[src/rtl/float_add_pkg.sv]
`default_nettype none
// +------------------------------------------------------------------+
// | float_add_pkg: shared float types and round-robin pick helper     |
// | Rev 1.0                                                           |
// +------------------------------------------------------------------+
package float_add_pkg;

  localparam int c_FLOAT_EXP_W     = 8;
  localparam int c_FLOAT_MAN_W     = 23;
  localparam int FLOAT_ADD_LATENCY = 2;
  localparam int c_RR_MAX_REQ      = 16;

  typedef struct packed {
    logic                     sign;
    logic [c_FLOAT_EXP_W-1:0] exponent;
    logic [c_FLOAT_MAN_W-1:0] mantissa;
  } float_t;

  // Unused upper request bits must be zero, so a mod-16 search from ptr
  // visits live requesters in the same order as a mod-NUM_REQ search.
  function automatic logic [3:0] rr_pick(input logic [c_RR_MAX_REQ-1:0] valid,
                                         input logic [3:0]              ptr);
    logic [3:0] idx;
    rr_pick = ptr;
    for (int k = c_RR_MAX_REQ - 1; k >= 0; k--) begin
      idx = ptr + 4'(k);
      if (valid[idx]) rr_pick = idx;
    end
  endfunction

endpackage
`default_nettype wire

[src/rtl/float_add_res_fifo.sv]
`default_nettype none
// +------------------------------------------------------------------+
// | float_add_res_fifo: synchronous result FIFO {id, sum}             |
// | Rev 1.0                                                           |
// +------------------------------------------------------------------+
module float_add_res_fifo #(
  parameter int  WIDTH  = 34,
  parameter int  DEPTH  = 4,
  localparam int c_CNTW = $clog2(DEPTH + 1),
  localparam int c_PTRW = (DEPTH > 1) ? $clog2(DEPTH) : 1
) (
  input  logic              clk,
  input  logic              rst,
  input  logic              push,
  input  logic [WIDTH-1:0]  push_data,
  input  logic              pop,
  output logic [WIDTH-1:0]  pop_data,
  output logic [c_CNTW-1:0] count,
  output logic              empty,
  output logic              full
);

  logic [WIDTH-1:0]  r_mem [DEPTH];
  logic [c_PTRW-1:0] r_wr_ptr;
  logic [c_PTRW-1:0] r_rd_ptr;
  logic [c_CNTW-1:0] r_count;
  logic              w_pop;

  function automatic logic [c_PTRW-1:0] ptr_inc(input logic [c_PTRW-1:0] p);
    return (p == c_PTRW'(DEPTH - 1)) ? '0 : p + c_PTRW'(1);
  endfunction

  assign w_pop    = pop & ~empty;
  assign empty    = (r_count == '0);
  assign full     = (r_count == c_CNTW'(DEPTH));
  assign count    = r_count;
  assign pop_data = r_mem[r_rd_ptr];

  always_ff @(posedge clk) begin
    if (push) r_mem[r_wr_ptr] <= push_data;
  end

  always_ff @(posedge clk) begin
    if (rst) begin
      r_wr_ptr <= '0;
      r_rd_ptr <= '0;
      r_count  <= '0;
    end else begin
      if (push)  r_wr_ptr <= ptr_inc(r_wr_ptr);
      if (w_pop) r_rd_ptr <= ptr_inc(r_rd_ptr);
      case ({push, w_pop})
        2'b10:   r_count <= r_count + c_CNTW'(1);
        2'b01:   r_count <= r_count - c_CNTW'(1);
        default: r_count <= r_count;
      endcase
    end
  end

endmodule
`default_nettype wire

[src/rtl/float_add_arbiter.sv]
`default_nettype none
// +------------------------------------------------------------------+
// | float_add_arbiter: round-robin share of one float_add, tagged     |
// | credit-protected results. Option: FLOAT_ADD_ARB_STATS_EN. Rev 1.0 |
// +------------------------------------------------------------------+
module float_add_arbiter
  import float_add_pkg::*;
#(
  parameter int  NUM_REQ        = 4,
  parameter int  EXPONENT_WIDTH = 8,
  parameter int  MANTISSA_WIDTH = 23,
  parameter int  ADD_LATENCY    = FLOAT_ADD_LATENCY,
  parameter int  RES_FIFO_DEPTH = 4,
  localparam int c_W            = 1 + EXPONENT_WIDTH + MANTISSA_WIDTH,
  localparam int c_IDW          = (NUM_REQ > 1) ? $clog2(NUM_REQ) : 1
) (
  input  logic                   clk,
  input  logic                   rst,
  input  logic [NUM_REQ-1:0]     req_valid,
  output logic [NUM_REQ-1:0]     req_ready,
  input  logic [NUM_REQ*c_W-1:0] req_a,
  input  logic [NUM_REQ*c_W-1:0] req_b,
  output logic [c_W-1:0]         add_a,
  output logic [c_W-1:0]         add_b,
  input  logic [c_W-1:0]         add_c,
  output logic                   res_valid,
  input  logic                   res_ready,
  output logic [c_W-1:0]         res_data,
  output logic [c_IDW-1:0]       res_id
`ifdef FLOAT_ADD_ARB_STATS_EN
  ,
  output logic [NUM_REQ*16-1:0]  grant_count,
  output logic [15:0]            stall_count
`endif
);

  localparam int c_FW   = c_IDW + c_W;
  localparam int c_CNTW = $clog2(RES_FIFO_DEPTH + 1);

  logic [c_IDW-1:0]       r_rr_ptr;
  logic [ADD_LATENCY-1:0] r_tag_v;
  logic [c_IDW-1:0]       r_tag_id [ADD_LATENCY];

  logic [c_IDW-1:0]  w_gid;
  logic              w_issue_ok;
  logic              w_hs;
  logic [31:0]       w_inflight;
  logic [31:0]       w_used;
  logic              w_push;
  logic              w_pop;
  logic [c_CNTW-1:0] w_fifo_count;
  logic              w_fifo_empty;
  logic              w_fifo_full;
  logic [c_FW-1:0]   w_head;

  // Credits: every in-flight op already owns a FIFO slot.
  always_comb begin
    w_inflight = '0;
    for (int i = 0; i < ADD_LATENCY; i++) w_inflight = w_inflight + 32'(r_tag_v[i]);
    w_used = w_inflight + 32'(w_fifo_count);
  end

  assign w_issue_ok = !rst && (w_used < 32'(RES_FIFO_DEPTH));
  assign w_gid      = c_IDW'(rr_pick(16'(req_valid), 4'(r_rr_ptr)));
  assign w_hs       = w_issue_ok & req_valid[w_gid];

  always_comb begin
    req_ready = '0;
    add_a     = '0;
    add_b     = '0;
    if (w_hs) begin
      req_ready[w_gid] = 1'b1;
      add_a            = req_a[w_gid*c_W +: c_W];
      add_b            = req_b[w_gid*c_W +: c_W];
    end
  end

  always_ff @(posedge clk) begin
    if (rst) begin
      r_rr_ptr <= '0;
    end else if (w_hs) begin
      r_rr_ptr <= (w_gid == c_IDW'(NUM_REQ - 1)) ? '0 : w_gid + c_IDW'(1);
    end
  end

  // Tags mirror the adder pipeline; a clear here discards any result in flight.
  always_ff @(posedge clk) begin
    if (rst) begin
      r_tag_v <= '0;
      for (int i = 0; i < ADD_LATENCY; i++) r_tag_id[i] <= '0;
    end else begin
      r_tag_v[0]  <= w_hs;
      r_tag_id[0] <= w_gid;
      for (int i = 1; i < ADD_LATENCY; i++) begin
        r_tag_v[i]  <= r_tag_v[i-1];
        r_tag_id[i] <= r_tag_id[i-1];
      end
    end
  end

  assign w_push = r_tag_v[ADD_LATENCY-1];
  assign w_pop  = res_valid & res_ready;

  float_add_res_fifo #(
    .WIDTH (c_FW),
    .DEPTH (RES_FIFO_DEPTH)
  ) u_res_fifo (
    .clk       (clk),
    .rst       (rst),
    .push      (w_push),
    .push_data ({r_tag_id[ADD_LATENCY-1], add_c}),
    .pop       (w_pop),
    .pop_data  (w_head),
    .count     (w_fifo_count),
    .empty     (w_fifo_empty),
    .full      (w_fifo_full)
  );

  assign res_valid = !w_fifo_empty && !rst;
  assign res_id    = w_head[c_FW-1 -: c_IDW];
  assign res_data  = w_head[c_W-1:0];

  a_no_fifo_overflow: assert property (@(posedge clk) disable iff (rst) !(w_push && w_fifo_full));

`ifdef FLOAT_ADD_ARB_STATS_EN
  logic [15:0] r_stall;

  generate
    for (genvar r = 0; r < NUM_REQ; r++) begin : g_stats
      logic [15:0] r_cnt;
      always_ff @(posedge clk) begin
        if (rst) begin
          r_cnt <= '0;
        end else if (w_hs && (w_gid == c_IDW'(r)) && (r_cnt != 16'hFFFF)) begin
          r_cnt <= r_cnt + 16'd1;
        end
      end
      assign grant_count[r*16 +: 16] = r_cnt;
    end
  endgenerate

  always_ff @(posedge clk) begin
    if (rst) begin
      r_stall <= '0;
    end else if ((|req_valid) && !w_issue_ok && (r_stall != 16'hFFFF)) begin
      r_stall <= r_stall + 16'd1;
    end
  end

  assign stall_count = r_stall;
`endif

endmodule
`default_nettype wire

[config.mk]
export PLATFORM = sky130hd
export DESIGN_NAME = float_add_arbiter
export DESIGN_NICKNAME = d
export VERILOG_FILES = /design/src/rtl/float_add_pkg.sv /design/src/rtl/float_add_res_fifo.sv /design/src/rtl/float_add_arbiter.sv
export SDC_FILE = /design/constraint.sdc
export NUM_CORES = 1
export LEC_CHECK = 0
export ABC_AREA = 1
export BUFFER_PORTS_ARGS = -buffer_cell sky130_fd_sc_hd__buf_2
export CORE_AREA = 2 2 156 158
export CTS_CLUSTER_SIZE = 25
export DETAILED_ROUTE_END_ITERATION = 16
export DIE_AREA = 0 0 158 160
export GPL_TIMING_DRIVEN = 0
export PLACE_DENSITY = 0.66
export SLEW_MARGIN = 25
export SYNTH_ARGS = -nofsm -noshare
export SYNTH_HDL_FRONTEND = slang
export SYNTH_SLANG_ARGS = --single-unit
[constraint.sdc]
create_clock -name clk -period 4.5 [get_ports clk]
set_clock_uncertainty 0.2 [all_clocks]
set_input_delay 1.125 -clock clk [delete_from_list [all_inputs] [get_ports clk]]
set_output_delay 1.125 -clock clk [all_outputs]
set_load 0.02 [all_outputs]
==> qor.log, run 1 <==
INFO  die            initial_standard_cell_utilization_of_the_core=36.8%
INFO  sta            timing.final.crit_period=4420ps
INFO  global_routing antenna_found_initial=17
INFO  layout         design_area=12200um2
INFO  min_path       worst_hold_path.num_cells=2
INFO  clock_tree     clock_tree.htree_level_count=4
INFO  placement      routabilityCongestion=0.973
INFO  clock_tree     cts.sink_count=153
INFO  sta            holdWs=225ps
INFO  worst_setup_path path_buf_inv=3
INFO  synthesis      post_synth_xor_area_fraction=0%
INFO  power          post-layout-total-power=8.25mW
INFO  layout         drive_above_1_share=33.8%
INFO  run_status     outcome=completed
INFO  layout         most_common_cell_after_layout_fill_and_taps_aside=sky130_fd_sc_hd__nand2_1
INFO  die            core_region_area=23800um2
INFO  power          power_switching=4.02mW
INFO  synthesis      synth_fa_ha_area_share=2.08%
INFO  synthesis      number_of_warnings_printed_during_yosys_synthesis=0
INFO  global_routing grt_pass1_vias=8730
INFO  global_routing grt_first_pass_wirelength=49000um
INFO  synthesis      number_of_instances_in_the_synthesized_netlist=1131
INFO  worst_setup_path worstReg2RegStart=r_rr_ptr[0]$_SDFFE_PP0P_
INFO  synthesis      synth_seq_area_share=50.4%
INFO  worst_setup_path criticalPathCategory=primary input to primary output
INFO  worst_setup_path endpoint=add_b[21]
INFO  job            max_cap_viol_count=0
INFO  global_routing gr-total-overflow=0
INFO  power          p_seq_share=20.6%
INFO  synthesis      dominant_combinational_cell_family_by_area_after_synthesis=simple AND/OR/NAND/NOR gates
INFO  layout         finalNetCount=1867
INFO  die            design.die.area=25300um2
INFO  worst_setup_path worstPathCellList=buf_2 > nand2_2 > nand2_1 > nand2_1 > nand2_1 > nand2_1 > nand2_2 > nand3_2 > nand2_2 > nand3_1 > nand2_1 > nand3_1 > nand3_4 > buf_6 > a21oi_2 > buf_2
INFO  placement      dpl_cell_area=11300um2
INFO  worst_setup_path critical_path_required=3170ps
INFO  worst_setup_path critical_path.slowest_cell=sky130_fd_sc_hd__nand3_4
INFO  die            die_height=160um
INFO  worst_setup_path critPathMaxStageDelay=220ps
INFO  worst_setup_path startpoint=req_valid[3]
INFO  routing        vias=9345
INFO  power          power_density=677nW/um2
INFO  global_routing grt_util_all_layers=26.2%
INFO  synthesis      async_flop_share=0%
INFO  sta            finalSetupViolCount=0
INFO  synthesis      postSynthAreaPerCell=7.76um2
INFO  synthesis      synth-seq-cells=153
INFO  layout         num-fill-cells=2449
INFO  layout         areaGrowthSynthToFinish=38.8%
INFO  layout         leading_cell_types_in_the_layout_fill_and_taps_excluded=556 x sky130_fd_sc_hd__nand2_1, 398 x sky130_fd_sc_hd__buf_2, 136 x sky130_fd_sc_hd__edfxtp_1, 87 x sky130_fd_sc_hd__nor2_1, 73 x sky130_fd_sc_hd__o21ai_0
INFO  routing        detail_route.vias_per_cell=4.90
INFO  worst_setup_path path_delay_family=simple AND/OR/NAND/NOR gates
INFO  synthesis      synth-simple-area-share=29.5%
INFO  worst_setup_path start_kind=primary input
INFO  clock_tree     clock_path_buffers=2
INFO  synthesis      synth.cell_area=8770um2
INFO  sta            post_route_fraction_of_the_period_consumed_by_the_critical_path=98.1%
INFO  clock_tree     cts-buffers-inserted=17
INFO  synthesis      synth_nets=1440
INFO  sta            timing.final.hold_violations=0
INFO  sta            report.final.slew_viol_count=0
INFO  clock_tree     cts_tree=yes
INFO  worst_setup_path timing.reg2reg.worst_path_depth=17
INFO  sta            relSlewSlack=62.2%
INFO  clock_tree     cts-root-buf=sky130_fd_sc_hd__clkbuf_16
INFO  routing        iteration_0_drc_count_of_the_detailed_router=646
INFO  power          internal_power=4.23mW
INFO  power          power_switching_share=48.7%
INFO  routing        detail_route.first_pass.iterations=7
INFO  power          leakagePower=5.92nW
INFO  synthesis      synth-compound-area-share=11.6%
INFO  clock_tree     cts.reportedPaths.clkPinSlew=60ps
INFO  sta            worst_slew_pin_slew=567ps
INFO  worst_setup_path worstReg2RegEnd=r_rr_ptr[1]$_SDFFE_PP0P_
INFO  placement      port_buffers=397
INFO  routing        ant_nets=0
INFO  routing        drc=0
INFO  clock_tree     ctsHoldBuffers=0
INFO  sta            setup-tns-final=0ps
INFO  min_path       worst_hold_path_type=register to register
INFO  worst_setup_path crit_fanout=10
INFO  worst_setup_path cp.arrival=3090ps
INFO  die            design.portCount=398
INFO  worst_setup_path critical_path_depth=16
INFO  synthesis      synth_enable_flop_cells=136
INFO  power          vdd.ir_drop.worst=0.418mV
INFO  clock_tree     worstSkewPairLatency=420ps
INFO  power          pwr-share-clk=16.7%
INFO  sta            clock.fmax=226MHz
INFO  worst_setup_path timing.critical_path.to_type=primary output
INFO  synthesis      synth_flop_cell=sky130_fd_sc_hd__edfxtp_1
INFO  routing        wirelength=34800um
INFO  routing        detail_route.wl_per_cell=18.2um
INFO  power          power_frac_comb=62.8%
INFO  die            rows=57
INFO  worst_setup_path r2r_slack=1810ps
INFO  die            die-width=158um
INFO  sta            rsz_0062_raised_after_global_routing=true
INFO  synthesis      post_synth_num_cell_types=28
INFO  placement      hpwlAfterDp=26700um
INFO  global_routing grt_start_max_net_pins=28
INFO  synthesis      synth.mux.area_fraction=0%
INFO  worst_setup_path timing.critical_path.mode_cell=sky130_fd_sc_hd__nand2_1
==> area by class of cell <==
cell class | count | area (um2) | area share, %
Clock inverter | 14 | 148 | 1.21
Timing Repair Buffer | 407 | 2190 | 17.9
Sequential cell | 153 | 4420 | 36.3
Antenna cell | 12 | 30.0 | 0.247
Multi-Input combinational cell | 868 | 3900 | 32.0
Clock buffer | 18 | 429 | 3.52
Inverter | 39 | 151 | 1.24
Tap cell | 324 | 405 | 3.33
Buffer | 72 | 509 | 4.18
==> flip-flops by register name (all words and copies together) (netlist names), named ones only <==
register	flops
r_rr_ptr	2
r_tag_id	4
r_tag_v	2
u_res_fifo.count	3
u_res_fifo.r_mem	136
u_res_fifo.r_rd_ptr	2
u_res_fifo.r_wr_ptr	2
==> synth_stat cells, types with 15 or more instances <==
cell type	count	area share (%)
sky130_fd_sc_hd__a21oi_1	56	3.2
sky130_fd_sc_hd__a21oi_2	15	1.5
sky130_fd_sc_hd__buf_2	27	1.5
sky130_fd_sc_hd__clkbuf_1	24	1.0
sky130_fd_sc_hd__dfxtp_1	17	3.9
sky130_fd_sc_hd__edfxtp_1	136	47
sky130_fd_sc_hd__inv_1	35	1.5
sky130_fd_sc_hd__nand2_1	557	24
sky130_fd_sc_hd__nand3_1	15	0.86
sky130_fd_sc_hd__nor2_1	87	3.7
sky130_fd_sc_hd__o21ai_0	73	4.2
sky130_fd_sc_hd__o22ai_1	34	2.4
==> how the worst min path moves through the flow <==
stage	start	endpoint	slack (ps)
2_1_floorplan	r_tag_id[0][0]$_SDFF_PP0_	r_tag_id[0][2]$_SDFF_PP0_	190
3_3_place_gp	r_tag_v[0]$_SDFF_PP0_	r_tag_v[1]$_SDFF_PP0_	220
3_5_place_dp	r_tag_v[0]$_SDFF_PP0_	r_tag_v[1]$_SDFF_PP0_	220
4_1_cts	r_tag_v[0]$_SDFF_PP0_	r_tag_v[1]$_SDFF_PP0_	230
5_1_grt	r_tag_v[0]$_SDFF_PP0_	r_tag_v[1]$_SDFF_PP0_	240
6_report	r_tag_v[0]$_SDFF_PP0_	r_tag_v[1]$_SDFF_PP0_	220
==> power groups by stage <==
stage	clock network (mW)	logic, mW	registers, mW
after floorplan	0	3.25	1.72
after global placement	0	4.72	1.73
after detailed placement	0	4.76	1.73
after CTS	1.40	4.95	1.70
after global routing	1.45	5.70	1.71
final	1.38	5.18	1.70
==> logic make-up after synthesis <==
logic type,Yosys count
AOI/OAI and AO/OA,182
adders and majority gates,14
buffers and inverters,111
DFF,153
and+or+nand+nor,671
==> per-stage QoR <==
stage,cells,utilization [%],worst slack (ps)
CTS,1889,50.3,59.4
detailed placement,1856,47.3,-190
finish,1907,51.1,84.4
global route,1906,51.1,-12.4
global placement,1852,46.9,-210
floorplan,1131,-,553
==> worst min-delay path: cells and delay by family (launching register included) <==
| family | cells | cell delay (ps) |
|---|---|---|
| simple gates | 1 | 30 |
| buf+inv | 1 | 50 |
| flops | 1 | 310 |
==> repair_timing <==
item,CTS,global route
pin swaps,1,2
setup buffers,1,4
gates cloned,0,2
gates resized for setup,31,36
setup endpoints to repair,47,68
==> metal layers <==
metal	global-route usage (%)	part of all wire, %	up-vias
met5	0	0.046	-
met3	7.98	9.5	56
met2	43.0	49	410
met1	32.2	39	4312
met4	9.95	2.7	4
li1	-	-	4563
(Power assumes the default switching activity.)
==> run 2: changes to the inputs <==
--- a/config.mk
+++ b/config.mk
@@ -7,13 +7,13 @@
 export LEC_CHECK = 0
 export ABC_AREA = 1
 export BUFFER_PORTS_ARGS = -buffer_cell sky130_fd_sc_hd__buf_2
-export CORE_AREA = 2 2 156 158
+export CORE_AREA = 2 2 155 157
 export CTS_CLUSTER_SIZE = 25
 export DETAILED_ROUTE_END_ITERATION = 16
-export DIE_AREA = 0 0 158 160
+export DIE_AREA = 0 0 157 159
 export GPL_TIMING_DRIVEN = 0
-export PLACE_DENSITY = 0.66
-export SLEW_MARGIN = 25
+export PLACE_DENSITY = 0.67
+export SLEW_MARGIN = 20
 export SYNTH_ARGS = -nofsm -noshare
 export SYNTH_HDL_FRONTEND = slang
 export SYNTH_SLANG_ARGS = --single-unit
==> run 2 against run 1 <==
Against the previous run: global-route usage grew 0.39 points; combinational power up 4.2%; design area increased by 1.9%; clock power grew 9%; sequential power about the same; via count shrank 0.47%; critical path depth increased by 2; power up 4.3%; critical endpoint is now add_b[1]; setup slack worse by 33 ps; die area shrank 1.3%; sequential share of layout area is 0.65 points lower.
==> qor.log, run 2 (same netlist as run 1, synthesis figures left out) <==
INFO  layout         post_layout_instance_count_excluding_filler_cells=1905 [was 1907]
INFO  worst_setup_path worstPathCellList=buf_4 > nand2_4 > nand2_4 > nand2_4 > nand2_4 > nand2_4 > nand2_4 > nand3_2 > nand2_2 > nand2_4 > nand2_1 > nand2_1 > inv_1 > nand2_2 > nand3_4 > buf_12 > a21oi_4 > buf_6 [was buf_2 > nand2_2 > nand2_1 > nand2_1 > nand2_1 > nand2_1 > nand2_2 > nand3_2 > nand2_2 > nand3_1 > nand2_1 > nand3_1 > nand3_4 > buf_6 > a21oi_2 > buf_2]
INFO  layout         drive_above_1_share=35.2% [was 33.8%]
INFO  placement      place_inst=1851 [was 1856]
INFO  routing        wirelength=35100um [was 34800 um]
INFO  clock_tree     cts-root-buf=sky130_fd_sc_hd__clkbuf_16 [unchanged]
INFO  placement      routabilityCongestion=0.949 [was 0.973]
INFO  power          power_density=693nW/um2 [was 677 nW/um2]
INFO  power          post-layout-total-power=8.61mW [was 8.25 mW]
INFO  routing        iteration_0_drc_count_of_the_detailed_router=709 [was 646]
INFO  layout         leading_cell_types_in_the_layout_fill_and_taps_excluded=547 x sky130_fd_sc_hd__nand2_1, 393 x sky130_fd_sc_hd__buf_2, 136 x sky130_fd_sc_hd__edfxtp_1, 87 x sky130_fd_sc_hd__nor2_1, 73 x sky130_fd_sc_hd__o21ai_0 [was 556 x sky130_fd_sc_hd__nand2_1, 398 x sky130_fd_sc_hd__buf_2, 136 x sky130_fd_sc_hd__edfxtp_1, 87 x sky130_fd_sc_hd__nor2_1, 73 x sky130_fd_sc_hd__o21ai_0]
INFO  worst_setup_path timing.critical_path.mode_cell=sky130_fd_sc_hd__nand2_4 [was sky130_fd_sc_hd__nand2_1]
INFO  clock_tree     clock_path_buffers=2 [unchanged]
INFO  worst_setup_path path_delay_family=simple AND/OR/NAND/NOR gates [unchanged]
INFO  worst_setup_path criticalPathCategory=primary input to primary output [unchanged]
INFO  global_routing grt_pass1_vias=8693 [was 8730]
INFO  worst_setup_path timing.critical_path.to_type=primary output [unchanged]
INFO  layout         most_common_cell_after_layout_fill_and_taps_aside=sky130_fd_sc_hd__nand2_1 [unchanged]
INFO  die            design.die.area=25000um2 [was 25300 um2]
INFO  die            die-width=157um [was 158 um]
INFO  routing        detail_route.wl_per_cell=18.4um [was 18.2 um]
INFO  routing        vias=9301 [was 9345]
INFO  routing        ant_nets=0 [unchanged]
INFO  sta            setup-tns-final=0ps [unchanged]
INFO  worst_setup_path critical_path.slowest_cell=sky130_fd_sc_hd__nand3_4 [unchanged]
INFO  job            max_cap_viol_count=0 [unchanged]
INFO  global_routing grt_util_all_layers=26.6% [was 26.2%]
INFO  worst_setup_path critical_path_required=3170ps [about the same]
INFO  routing        drc=0 [unchanged]
INFO  die            rows=56 [was 57]
INFO  layout         top_register=u_res_fifo.r_mem [unchanged]
INFO  placement      hpwlAfterDp=26900um [was 26700 um]
INFO  sta            worst_slew_pin_slew=620ps [was 567 ps]
INFO  layout         finalNetCount=1870 [was 1867]
INFO  sta            holdWs=206ps [was 225 ps]
INFO  clock_tree     cts_tree=yes [unchanged]
INFO  global_routing gr-total-overflow=0 [unchanged]
INFO  clock_tree     ctsHoldBuffers=0 [unchanged]
INFO  clock_tree     clock_tree.htree_level_count=4 [unchanged]
INFO  worst_setup_path start_kind=primary input [unchanged]
INFO  clock_tree     cts-buffers-inserted=17 [unchanged]
INFO  worst_setup_path cp.arrival=3120ps [was 3090 ps]
INFO  global_routing antenna_found_initial=12 [was 17]
INFO  routing        detail_route.vias_per_cell=4.88 [was 4.90]
INFO  layout         largest_register_ffs=136 [unchanged]
INFO  global_routing grt_first_pass_wirelength=49600um [was 49000 um]
INFO  die            die_height=159um [was 160 um]
INFO  die            design.portCount=398 [unchanged]
INFO  sta            clock.fmax=225MHz [was 226 MHz]
INFO  min_path       worst_hold_path_type=register to register [unchanged]
INFO  worst_setup_path path_buf_inv=4 [was 3]
INFO  layout         areaGrowthSynthToFinish=41.5% [was 38.8%]
INFO  layout         postLayoutCoreUtil=53.5% [was 51.1%]
INFO  clock_tree     cts.reportedPaths.clkPinSlew=60ps [about the same]
INFO  global_routing grt_start_max_net_pins=29 [was 28]
INFO  run_status     outcome=completed [unchanged]
INFO  worst_setup_path critPathMaxStageDelay=240ps [was 220 ps]
INFO  sta            finalSetupViolCount=0 [unchanged]
INFO  placement      port_buffers=397 [unchanged]
INFO  clock_tree     cts.sink_count=153 [unchanged]
INFO  routing        detail_route.first_pass.iterations=5 [was 7]
INFO  sta            relSlewSlack=58.7% [was 62.2%]
INFO  sta            report.final.slew_viol_count=0 [unchanged]
INFO  sta            timing.final.crit_period=4450ps [was 4420 ps]
INFO  layout         num-fill-cells=2235 [was 2449]
INFO  die            initial_standard_cell_utilization_of_the_core=37.8% [was 36.8%]
INFO  sta            timing.final.hold_violations=0 [unchanged]
INFO  sta            post_route_fraction_of_the_period_consumed_by_the_critical_path=98.9% [was 98.1%]
INFO  worst_setup_path r2r_slack=1720ps [was 1810 ps]
INFO  die            core_region_area=23200um2 [was 23800 um2]
INFO  clock_tree     worstSkewPairLatency=410ps [was 420 ps]
INFO  power          vdd.ir_drop.worst=0.363mV [was 0.418 mV]
INFO  power          leakagePower=6.02nW [was 5.92 nW]
INFO  worst_setup_path crit_fanout=7 [was 10]
run 2: timing repair:
action                                  4_1_cts  5_1_grt
cloned                                        1        2
setup buffers                                 0        7
endpoints found under the setup margin       68       68
pin swaps                                     2       19
gates resized for setup                      50       58
run 2: metal layers:
metal	vias up	GRT usage [%]	wire, um
met2	405	45.0	17000
met3	36	6.26	3390
met1	4288	34.2	14200
met4	0	6.26	533
li1	4572	-	-
met5	-	0	0
run 2: worst register-to-register path: stages (launching register included):
cell	delay (ps)
sky130_fd_sc_hd__dfxtp_2	330
sky130_fd_sc_hd__buf_6	130
sky130_fd_sc_hd__inv_6	100
sky130_fd_sc_hd__ha_4	240
sky130_fd_sc_hd__inv_2	100
sky130_fd_sc_hd__nand3_1	130
sky130_fd_sc_hd__nand3_2	110
sky130_fd_sc_hd__nand2_2	90
sky130_fd_sc_hd__nand3_2	100
sky130_fd_sc_hd__nand2_2	80
sky130_fd_sc_hd__nand2_4	130
sky130_fd_sc_hd__nand2_1	70
sky130_fd_sc_hd__nand2_1	50
sky130_fd_sc_hd__inv_1	40
sky130_fd_sc_hd__nand2_2	100
sky130_fd_sc_hd__nand3_4	240
sky130_fd_sc_hd__clkbuf_16	280
sky130_fd_sc_hd__nor2_1	100
sky130_fd_sc_hd__nor2_1	60
run 2: worst paths after layout:
path | startpoint | end | depth (start not counted)
setup / recovery | req_valid[3] | add_b[1] | 18
hold / removal | r_tag_id[0][1]$_SDFF_PP0_ | r_tag_id[0][3]$_SDFF_PP0_ | 2
setup reg to reg | r_rr_ptr[0]$_SDFFE_PP0P_ | r_rr_ptr[0]$_SDFFE_PP0P_ | 18
hold reg to reg | r_tag_id[0][1]$_SDFF_PP0_ | r_tag_id[0][3]$_SDFF_PP0_ | 2
run 2: cell type report:
class                   count  area (um2)  area share [%]
clock buffers              17         425            3.43
inverters                  39         155            1.25
clock inverters            14         204            1.64
diodes                     13        32.5           0.262
well taps                 319         399            3.21
flip-flops and latches    153        4430            35.7
repair buffers            410        2270            18.3
multi-input cells         868        3990            32.2
plain buffers              72         512            4.12
run 2: power breakdown:
group / leakage, nW / switching [mW] / internal, mW
Clock: 0.310 / 0.528 / 0.975
Combinational: 4.33 / 3.56 / 1.84
Sequential: 1.37 / 0.0399 / 1.66
run 2: metrics by stage:
| step | worst slack (ps) | cell area [um2] |
|---|---|---|
| 6_report | 51.0 | 12400 |
| 5_1_grt | -26.7 | 12400 |
| 4_1_cts | -4.18 | 12100 |
| 3_5_place_dp | -387 | 11300 |
| 3_3_place_gp | -334 | 11200 |
| 2_1_floorplan | 553 | 8770 |
